**src/rtl/countdown_timer.sv**
```systemverilog
// Loadable down-counter with one-cycle done pulse, one-shot or auto-reload operation.
// Optional macro COUNTDOWN_TIMER_DONE_CNT_EN adds a saturating done_cnt output.
module countdown_timer #(
   parameter int unsigned NUM_BITS = 8
) (
   input  logic                clk,
   input  logic                rst,
   input  logic                enable,
   input  logic                clear,
   input  logic                load,
   input  logic [NUM_BITS-1:0] load_val,
   input  logic                reload,
   output logic [NUM_BITS-1:0] count,
   output logic                at_zero,
   output logic                done,
   output logic                busy,
   output logic                expired
`ifdef COUNTDOWN_TIMER_DONE_CNT_EN
   ,
   output logic [NUM_BITS-1:0] done_cnt
`endif
);

   localparam logic [NUM_BITS-1:0] ONE = NUM_BITS'(1);

   typedef enum logic [1:0] {
      ST_IDLE    = 2'd0,
      ST_RUN     = 2'd1,
      ST_EXPIRED = 2'd2
   } state_t;

   state_t              state;
   logic [NUM_BITS-1:0] reload_reg;
   logic                terminal;

   assign at_zero  = (count == '0);
   // Terminal edge: enabled decrement from 1 while running, with no clear/load override.
   assign terminal = !clear && !load && (state == ST_RUN) && enable && (count == ONE);

   // State, count and registered status outputs; clear > load > decrement.
   always_ff @(posedge clk or posedge rst) begin
      if (rst) begin
         state      <= ST_IDLE;
         count      <= '0;
         reload_reg <= '0;
         done       <= 1'b0;
         busy       <= 1'b0;
         expired    <= 1'b0;
      end else begin
         done <= 1'b0;
         if (clear) begin
            state   <= ST_IDLE;
            count   <= '0;
            busy    <= 1'b0;
            expired <= 1'b0;
         end else if (load) begin
            reload_reg <= load_val;
            count      <= load_val;
            expired    <= 1'b0;
            if (load_val != '0) begin
               state <= ST_RUN;
               busy  <= 1'b1;
            end else begin
               state <= ST_IDLE;
               busy  <= 1'b0;
            end
         end else begin
            case (state)
               ST_RUN: begin
                  if (terminal) begin
                     done <= 1'b1;
                     if (reload) begin
                        count <= reload_reg;
                     end else begin
                        count   <= '0;
                        state   <= ST_EXPIRED;
                        busy    <= 1'b0;
                        expired <= 1'b1;
                     end
                  end else if (enable && (count != '0)) begin
                     count <= count - ONE;
                  end
               end
               ST_EXPIRED: begin
                  count <= '0;
               end
               default: begin
               end
            endcase
         end
      end
   end

`ifdef COUNTDOWN_TIMER_DONE_CNT_EN
   // Saturating tally of done pulses; load leaves it alone.
   always_ff @(posedge clk or posedge rst) begin
      if (rst) begin
         done_cnt <= '0;
      end else if (clear) begin
         done_cnt <= '0;
      end else if (terminal && (done_cnt != '1)) begin
         done_cnt <= done_cnt + ONE;
      end
   end
`endif

endmodule

```
**config.mk**
```make
export PLATFORM = sky130hd
export DESIGN_NAME = countdown_timer
export DESIGN_NICKNAME = d
export VERILOG_FILES = /design/src/rtl/countdown_timer.sv
export SDC_FILE = /design/constraint.sdc
export NUM_CORES = 1
export LEC_CHECK = 0
export ABC_AREA = 1
export CORE_MARGIN = 3
export CORE_UTILIZATION = 45
export DETAILED_ROUTE_END_ITERATION = 10
export GPL_TIMING_DRIVEN = 0
export PLACE_DENSITY = 0.69
export SETUP_SLACK_MARGIN = 0.02
export SLEW_MARGIN = 10
export SYNTH_ARGS = -nofsm -noshare
export SYNTH_HDL_FRONTEND = slang
export SYNTH_SLANG_ARGS = --single-unit
```
**constraint.sdc**
```tcl
create_clock -name clk -period 2.2 [get_ports clk]
set_input_delay 0.66 -clock clk [delete_from_list [all_inputs] [get_ports clk]]
set_output_delay 0.66 -clock clk [all_outputs]
set_load 0.05 [all_outputs]
```
==> metrics.md <==
| Metric | Value |
|---|---|
| Largest cells by area after synthesis | dfrtp_1, nand2_1, nand3_1, nor2_1, ha_1 |
| Worst-path maximum fanout | 6 |
| Aggregate negative setup slack | 0 ns |
| Hold/Removal Path Class | reg2reg |
| I/O Pins | 26 |
| Via count | 1186 |
| Peak supply drop | 339.5 uV |
| Yosys top cell area share | 0.3473 |
| Final period utilization | 0.9493 |
| Number of flops mapped to enable cells by yosys | 0 |
| Vias in the first global route | 1095 |
| R2R Path Start | count[1]$_DFFE_PP0P_ |
| WL/cell | 11.49 um |
| Num rows | 19 |
| Post-synth ARST share | 1.000 |
| Final-report max-slew violation count | 0 |
| Setup crit start | count[2]$_DFFE_PP0P_ |
| # hold bufs at CTS | 0 |
| Synth unique cells | 28 |
| Most common cell in the netlist | nand2_1 |
| Mapped Cells | 189 |
| FF-to-FF path depth | 11 |
| Syn avg cell area | 7.242 sq um |
| Root buffer cell | clkbuf_4 |
| Non-filler cells, final | 248 |
| Worst skew pair latency | 0.30 ns |
| Crit Path Category | reg2out |
| DIE AREA | 0.003739 sq mm |
| # Max-Cap Violations | 0 |
| Largest net degree at the start of global routing | 20 |
| CP Launch Type | flop |
| Fin. Hold Viols | 0 |
| Antenna diodes | 0 |
| Tmin final | 2.088 ns |
| CTS tree | built |
| Relative slew slack | 0.4984 |
| Layout cell share with drive strength beyond 1 | 0.1429 |
| Total GRT Usage | 0.1757 |
| CTS sink cnt | 19 |
| Placed Cells | 244 |
| Setup violators final | 0 |
| Cell taking the most area after synthesis | dfrtp_1 |
| Outcome | finished, final reports clean |
| Die width | 61.15 um |
| RSZ-0062 raised after global routing | yes |
| Top FF cell, synth | dfrtp_1 |
| First-pass GRT wire length | 4802 um |
| Initial DRC count | 57 |
| Leakage | 0.9476 nW |
| Syn Nets | 208 |
| Flop2flop setup slack | 0.55 ns |
| Clock transition at path regs | 0.11 ns |
| P&R area growth vs syn | 21.76% |
| Flops & latches, synth | 19 |
| Most common library cells after synthesis | nand2_1, nor2_1, dfrtp_1 |
| Initial Utilization | 0.4839 |
| Via density per instance | 4.782 |
| DRC | 0 |
| Worst r2r dst | count[2]$_DFFE_PP0P_ |
| Initial antenna violation count | 0 |
| CP Data Required Time | 1.54 ns |
| Mapped Area | 0.001369 sq mm |
| Layout net count | 237 |
| Pwr per Cell Area | 652.8 mW/mm^2 |
| Syn. warnings | 0 |
| CORE AREA | 0.002829 sq mm |
| Critical path capture point | at_zero |
| HPWL after DPL | 2315 um |
| Initial DRT Pass Iterations | 4 |
| Routed wire length | 2849 um |
| Global route overflow | 0 |
| Remaining antenna violation count | 0 |
| Htree depth | 1 |
| Fmax | 0.4788 GHz |
| Critical Path AT | 1.43 ns |
| Setup Skew | 0.002104 ns |
| CTS Buf Count | 3 |
| CTS Buffer Depth | 2 |
| Routability congestion estimate | 0.8570 |
| Power Total | 1.088 mW |
| Port bufs | 24 |
| Sequential element share of the synthesized area | 0.3473 |
| Util after Layout | 0.5891 |
| Slew @ Worst Pin | 0.7516 ns |
| Die height | 61.15 um |
| CP endpoint kind | output port |
==> per-layer routing <==
| layer | part of all wire | up-vias | GRT usage |
|---|---|---|---|
| li1 | - | 640 | - |
| met1 | 0.48 | 518 | 0.2357 |
| met2 | 0.46 | 24 | 0.2795 |
| met3 | 0.041 | 4 | 0.02096 |
| met4 | 0.019 | 0 | 0.08669 |
| met5 | 0 | - | 0 |
==> power by group <==
part	internal, mW	leakage [nW]	total [mW]	switching [mW]
combinational	0.150	0.692	0.465	0.315
sequential	0.392	0.241	0.440	0.0484
clock	0.0706	0.0150	0.183	0.112
==> kinds of logic (layout without fill, tap and decap cells) <==
family	count (synthesis)	count (layout)	share of synthesized area
DFF	19	19	0.3474
AOI/OAI and AO/OA	4	4	0.02559
adders and majority gates	5	5	0.04570
xor gates and xnor gates	2	2	0.01280
buffers and inverters	19	47	0.06124
and+or+nand+nor	140	140	0.5073
==> cell type report <==
class / count / area (sq um)
tap: 31 / 38.79
clock buffer: 4 / 26.28
inverter: 18 / 80.08
fill: 276 / 1162
buffer: 1 / 3.754
multi-input combinational: 151 / 812.0
sequential: 19 / 476.7
timing repair buffer: 24 / 229.0
==> worst min path at each step <==
stage	start	to	slack, ns	cells after the start
final	reload_reg[5]$_DFFE_PP0P_	reload_reg[5]$_DFFE_PP0P_	0.48	2
after floorplan	reload_reg[0]$_DFFE_PP0P_	reload_reg[0]$_DFFE_PP0P_	0.44	2
after global placement	reload_reg[5]$_DFFE_PP0P_	reload_reg[5]$_DFFE_PP0P_	0.45	2
after detailed placement	reload_reg[5]$_DFFE_PP0P_	reload_reg[5]$_DFFE_PP0P_	0.46	2
after global routing	reload_reg[0]$_DFFE_PP0P_	reload_reg[0]$_DFFE_PP0P_	0.52	2
after CTS	reload_reg[3]$_DFFE_PP0P_	reload_reg[3]$_DFFE_PP0P_	0.49	2
==> critical path, cell delays in order, from the launching register on <==
cell	delay (ns)
dfrtp_1	0.47
nor2_2	0.22
nand2_1	0.13
nor2_2	0.11
buf_4	0.19
==> cells in the final DEF, fill, tap and decap left out, types with 2 or more instances in the layout <==
master	instances
nor2_2	7
clkbuf_4	3
ha_1	5
nand2_4	5
inv_1	11
dfrtp_1	18
inv_2	3
nand4_1	2
nand3_1	18
nor2_1	21
clkinv_1	2
nor2_8	3
dlygate4sd2_1	9
clkbuf_1	2
clkdlybuf4s50_1	13
nand2_1	77
==> repair_timing <==
| action | CTS | global route |
|---|---|---|
| endpoints found under the setup margin | 10 | 2 |
| gates resized for setup | 16 | 2 |
| buffers inserted | 0 | 0 |
==> per-stage QoR <==
step	area (sq um)	hold slack (ns)	setup WS, ns
global route	1667	0.5233	0.005527
detailed placement	1650	0.4589	-0.2406
finish	1667	0.4833	0.1116
floorplan	1371	0.4417	0.07002
global placement	1650	0.4540	-0.2006
CTS	1663	0.4865	0.03642
(Power assumes the default switching activity.)
